## src/rtl/uart_tx_periph.sv

```systemverilog
// uart_tx_periph: memory-mapped 8N1 UART transmitter with TX FIFO and programmable baud divider
module uart_tx_periph #(
    parameter int          FIFO_DEPTH = 8,
    parameter logic [15:0] DIV_RESET  = 16'd1085
) (
    input  logic        clk,
    input  logic        rst,
    input  logic        CS,
    input  logic        REN,
    input  logic        WEN,
    input  logic [11:0] Addr,
    input  logic [31:0] DataIn,
    output logic [31:0] DataOut,
    output logic        txd,
    output logic        irq
);
    localparam int AW = $clog2(FIFO_DEPTH);

    typedef enum logic [1:0] {IDLE, START, DATA, STOP} state_t;

    state_t        state, state_n;
    logic [7:0]    mem [FIFO_DEPTH];
    logic [AW-1:0] wptr, rptr;
    logic [AW:0]   count;
    logic [15:0]   bauddiv, div_q, baud_cnt;
    logic [7:0]    shift;
    logic [2:0]    bit_idx;
    logic          overflow;
    logic          wr, rd, full, empty, push, pop, bit_end, busy;
    logic          unused_bits;

    assign wr          = CS & WEN;
    assign rd          = CS & REN;
    assign full        = count == (AW+1)'(FIFO_DEPTH);
    assign empty       = count == '0;
    assign busy        = state != IDLE;
    assign bit_end     = baud_cnt == div_q - 16'd1;
    assign push        = wr && Addr[3:2] == 2'd0 && (!full || pop);
    assign unused_bits = ^{Addr[11:4], Addr[1:0], DataIn[31:16]};

    assign DataOut = !rd                ? 32'h0 :
                     Addr[3:2] == 2'd1  ? {27'b0, overflow, empty, full, busy, 1'b0} :
                     Addr[3:2] == 2'd2  ? {16'b0, bauddiv} : 32'h0;

    // shifter state register
    always_ff @(posedge clk)
        state <= rst ? IDLE : state_n;

    // next state and FIFO pop; a stop bit rolls straight into the next start when data is waiting
    always_comb begin
        state_n = state;
        pop     = 1'b0;
        case (state)
            IDLE:  if (!empty) begin
                pop     = 1'b1;
                state_n = START;
            end
            START: if (bit_end) state_n = DATA;
            DATA:  if (bit_end && bit_idx == 3'd7) state_n = STOP;
            STOP:  if (bit_end) begin
                pop     = !empty;
                state_n = empty ? IDLE : START;
            end
            default: state_n = IDLE;
        endcase
    end

    // FIFO storage; contents need no reset since the pointers define validity
    always_ff @(posedge clk)
        if (push) mem[wptr] <= DataIn[7:0];

    // FIFO pointers, registers, baud timing and registered outputs
    always_ff @(posedge clk) begin
        if (rst) begin
            wptr     <= '0;
            rptr     <= '0;
            count    <= '0;
            overflow <= 1'b0;
            bauddiv  <= DIV_RESET;
            div_q    <= 16'd1;
            baud_cnt <= '0;
            bit_idx  <= '0;
            shift    <= '0;
            txd      <= 1'b1;
            irq      <= 1'b1;
        end else begin
            if (push) wptr <= wptr + 1'b1;
            if (pop) begin
                rptr     <= rptr + 1'b1;
                shift    <= mem[rptr];
                div_q    <= bauddiv == 16'd0 ? 16'd1 : bauddiv;
                baud_cnt <= '0;
                bit_idx  <= '0;
            end else if (busy) begin
                baud_cnt <= bit_end ? 16'd0 : baud_cnt + 16'd1;
                if (state == DATA && bit_end) begin
                    shift   <= shift >> 1;
                    bit_idx <= bit_idx + 3'd1;
                end
            end
            count    <= count + (AW+1)'(push) - (AW+1)'(pop);
            overflow <= (wr && Addr[3:2] == 2'd0 && full && !pop) ||
                        (overflow && !(wr && Addr[3:2] == 2'd1 && DataIn[4]));
            if (wr && Addr[3:2] == 2'd2) bauddiv <= DataIn[15:0];
            txd      <= state == START ? 1'b0 : state == DATA ? shift[0] : 1'b1;
            irq      <= state == IDLE && empty;
        end
    end
endmodule

```

## config.mk

```make
export PLATFORM = sky130hd
export DESIGN_NAME = uart_tx_periph
export DESIGN_NICKNAME = d
export VERILOG_FILES = /design/src/rtl/uart_tx_periph.sv
export SDC_FILE = /design/constraint.sdc
export NUM_CORES = 1
export LEC_CHECK = 0
export CELL_PAD_IN_SITES_DETAIL_PLACEMENT = 0
export CELL_PAD_IN_SITES_GLOBAL_PLACEMENT = 1
export CORE_MARGIN = 3
export CORE_UTILIZATION = 44
export DETAILED_ROUTE_END_ITERATION = 10
export PLACE_DENSITY_LB_ADDON = 0.1
export SETUP_SLACK_MARGIN = 0.3
export SLEW_MARGIN = 5
export SYNTH_ARGS = -nofsm -noshare
export SYNTH_HDL_FRONTEND = slang
export SYNTH_SLANG_ARGS = --single-unit
```

## constraint.sdc

```tcl
create_clock -name clk -period 4.17 [get_ports clk]
set_clock_uncertainty 0.2 [all_clocks]
set_input_delay 0.6255 -clock clk [delete_from_list [all_inputs] [get_ports clk]]
set_output_delay 0.6255 -clock clk [all_outputs]
set_load 0.02 [all_outputs]
```

==> results list <==
- Run status: finished, final reports clean
- Total via count after detailed routing: 4613
- Predominant post-synthesis flop cell: sky130_fd_sc_hd__dfxtp_1
* Post-synthesis instance total: 619
- HPWL after DPL: 10200 microns
- Counting tap cells, the placed design contains a total of 828 instances.
- In this run the core area contains 44 standard-cell rows.
- Subtracting the final worst setup slack from the clock period gives 3.56 ns.
- The path class of the tightest hold or removal check is flop to flop.
- Stage delay of the slowest cell on the critical path: 0.50 ns
- Measured against its own limit, the worst slew margin works out to 41.3%.
* Master of the slowest instance on the critical path: sky130_fd_sc_hd__a211oi_2
- Cell class contributing the biggest share of worst-path delay: compound AO/OA/AOI/OAI gates
- The detailed router finished its first iteration with 284 violations.
* CTS clock-pin slew for the worst setup and hold paths: 0.06 ns
- CTS tree: done
* Routed wire length per instance: 16.8 microns
- Die height: 129 microns
- In this run, synthesis inferred 64 flip-flops with an integrated enable.
* # diodes: 0
* Number of unique standard cell types used by synthesis: 65
- Counting every sink on the clock net gives 141.
* Via density per instance: 5.36
* Final hold violation count: 0
* Mean post-synth cell area: 10.8 sq um
- Worst-path maximum fanout: 9
- VDD sags by at most 0.307 mV.
- Counting the buffers created by CTS gives 17.
- Excluding fillers, the count of instances in the completed layout stands at 861.
- Worst Hold Slack: 0.278 ns
- In this run the cell area of the synthesized design comes to 6670 sq um.
- Max-slew violation count: 0
* Buffering stage count on the worst path with inverters included: 4
- Leakage: 2.80 nW
- Sequential element share of the synthesized area: 51.9%
- Most numerous cell on the critical path: sky130_fd_sc_hd__buf_4
- Setup violations remaining at the end of the flow were counted as 0.
- After synthesis the netlist holds a flip-flop and latch count of 141.
* Power density relative to cell area: 539 nW/um^2
- Die area: 16700 sq um
- Quantity of I/O buffers inserted on ports: 40
- The longest clock path from root to sink contains 2 buffers.
- STA puts the critical path data arrival time at 3.54 ns.
- From left edge to right edge, the die measures 129 microns.
* Layout Nets: 729
* Part of the cycle the worst path needs: 85.5%
- Achievable frequency: 0.281 GHz
- Critical path, cell by cell: inv_1 -> ha_1 -> nor3b_4 -> buf_4 -> and4_1 -> a211oi_1 -> a211oi_1 -> buf_4 -> o2111a_1 -> a211oi_2 -> nand2b_1 -> nor4b_1 -> buf_4
* Transition time at the pin with the least slew margin: 0.880 ns
- Launching element type of the critical path: flop
- DR pass1 iterations: 5
- The congestion estimate from routability-driven global placement came to 0.818.
- Residual DRC: 0
- CTS H-Tree Depth: 4
- For the worst-skew pair, the clock arrives at the later sink with an insertion delay of 0.42 ns.
- Antenna violations before repair: 0
- After clock tree synthesis, the flow added hold-fix buffers numbering 0.
* Final ANT Viol Nets: 0
- The cell sitting at the root of the clock tree is a sky130_fd_sc_hd__clkbuf_16.
* Setup repair after global routing missed its margin: no
* Warnings, synthesis: 0
- Of all flip-flops after synthesis, the portion carrying an async set or reset was 0%.
- Core ar.: 14700 sq um
* Total global routing overflow: 0
* Wire length reported by the detailed router: 14500 microns
* Total Neg Setup Slack: 0 ns
- Counting the fill cells in the layout gives 1320.
* Number of global-route vias before repair: 4481
- Ports: 83
- The post-route netlist has 12.4% of its cells at a drive strength greater than 1.
- Max-cap violations in this run came to 0.
- Entering global routing, the biggest net connects 34 pins.
* Area growth, synth to finish: 17.7%
- Required arrival time at the worst endpoint: 4.14 ns
- Gr usage total: 18.4%
* Starting density of the core: 45.4%
* Critical setup path kind: flop to flop
* Global-route wire length before repair: 23500 microns
* Critical Path End Type: flop
[what timing repair did]
| item | CTS | global route |
|---|---|---|
| gates resized for setup | 0 | 2 |
| buffers inserted | 0 | 1 |
| setup endpoints to repair | 0 | 67 |
[placed cells by master (no fill, tap or decap), types with 13 or more instances in the layout]
master                            count
sky130_fd_sc_hd__xor2_1              21
sky130_fd_sc_hd__edfxtp_1            64
sky130_fd_sc_hd__inv_1               19
sky130_fd_sc_hd__a21oi_1             19
sky130_fd_sc_hd__xnor2_1             15
sky130_fd_sc_hd__nand2_1             66
sky130_fd_sc_hd__clkdlybuf4s50_1     40
sky130_fd_sc_hd__buf_4               20
sky130_fd_sc_hd__nand3_1             29
sky130_fd_sc_hd__mux2i_1             14
sky130_fd_sc_hd__conb_1              16
sky130_fd_sc_hd__ha_1                15
sky130_fd_sc_hd__clkbuf_16           17
sky130_fd_sc_hd__nor3_1              13
sky130_fd_sc_hd__nor2b_1             14
sky130_fd_sc_hd__and2_1              14
sky130_fd_sc_hd__mux4_2              16
sky130_fd_sc_hd__dfxtp_1             77
sky130_fd_sc_hd__nor2_1              58
[worst paths after layout]
check                start   endpoint  slack, ns  cells past startpoint
hold reg to reg   overflow   overflow       0.28                      2
hold / removal    overflow   overflow       0.28                      2
setup reg to reg  div_q[0]  mem[5][6]       0.61                     13
setup / recovery  div_q[0]  mem[5][6]       0.61                     13
[kinds of logic (layout without fill, tap and decap cells)]
| kind of cell | count (synthesis) | in the layout | synth area share (%) |
|---|---|---|---|
| adders and majority gates | 16 | 16 | 3.11 |
| xor gates and xnor gates | 36 | 36 | 4.72 |
| muxes | 30 | 30 | 7.50 |
| and+or+nand+nor | 243 | 243 | 18.2 |
| DFF | 141 | 141 | 51.9 |
| other | 1 | 16 | 0.0562 |
| AOI/OAI and AO/OA | 84 | 84 | 9.64 |
| buffers and inverters | 68 | 111 | 4.87 |
[flip-flops by register name, summed over array words and instances, names as in the netlist, named ones only]
name	cells
mem	64
baud_cnt	16
bauddiv	16
div_q	16
shift	8
count	4
bit_idx	3
rptr	3
wptr	3
state	2
irq	1
overflow	1
txd	1
[where the power goes]
group / switching, mW / internal, mW / total, mW
registers: 0.130 / 1.55 / 1.68
clock network: 0.655 / 0.794 / 1.45
logic: 0.623 / 0.483 / 1.11
total: 1.41 / 2.82 / 4.23
[Yosys cell counts (all sizes together), types with 6 or more instances]
cell | number | area (sq um)
a211oi | 19 | 173
a21oi | 20 | 100
a31o | 9 | 78.8
and2 | 14 | 87.6
and3 | 6 | 37.5
buf | 23 | 156
clkbuf | 26 | 97.6
dfxtp | 77 | 1540
edfxtp | 64 | 1920
ha | 15 | 188
inv | 19 | 71.3
mux2i | 14 | 140
mux4 | 16 | 360
nand2 | 66 | 248
nand3 | 29 | 145
nor2 | 58 | 218
nor2b | 14 | 87.6
nor3 | 14 | 81.3
nor4 | 7 | 43.8
o21ai | 9 | 45.0
xnor2 | 15 | 131
xor2 | 21 | 184
[area by class of cell]
type,count,area (sq um),share of cell area (%)
multi-input cells,425,2960,37.7
inverters,19,71.3,0.908
clock buffers,17,425,5.42
well taps,184,230,2.93
clock inverters,15,150,1.91
repair buffers,60,551,7.01
flip-flops and latches,141,3460,44.1
[per-layer routing]
metal  wire (microns)  vias to the layer above  track usage, %
met3              445                        9            4.37
met5                0                        -               0
met1             7210                     2236            26.5
met2             6760                       77            28.2
li1                 -                     2291               -
met4               71                        0            4.69
[worst reg2reg max path, stage by stage (launching register included)]
cell	delay, ns
sky130_fd_sc_hd__dfxtp_1	0.43
sky130_fd_sc_hd__inv_1	0.10
sky130_fd_sc_hd__ha_1	0.25
sky130_fd_sc_hd__nor3b_4	0.16
sky130_fd_sc_hd__buf_4	0.17
sky130_fd_sc_hd__and4_1	0.19
sky130_fd_sc_hd__a211oi_1	0.24
sky130_fd_sc_hd__a211oi_1	0.08
sky130_fd_sc_hd__buf_4	0.16
sky130_fd_sc_hd__o2111a_1	0.29
sky130_fd_sc_hd__a211oi_2	0.50
sky130_fd_sc_hd__nand2b_1	0.27
sky130_fd_sc_hd__nor4b_1	0.08
sky130_fd_sc_hd__buf_4	0.19
[per-stage QoR]
step                instance area [sq um]  power [mW]  worst slack, ns  util, %
floorplan                            6730        2.53            0.387        -
global placement                     7260        2.79            0.401     49.4
detailed placement                   7260        2.81            0.350     49.4
CTS                                  7840        4.27            0.331     53.3
global route                         7860        4.48            0.332     53.4
finish                               7860        4.23            0.605     53.4
Power figures use the tool's default switching activity.
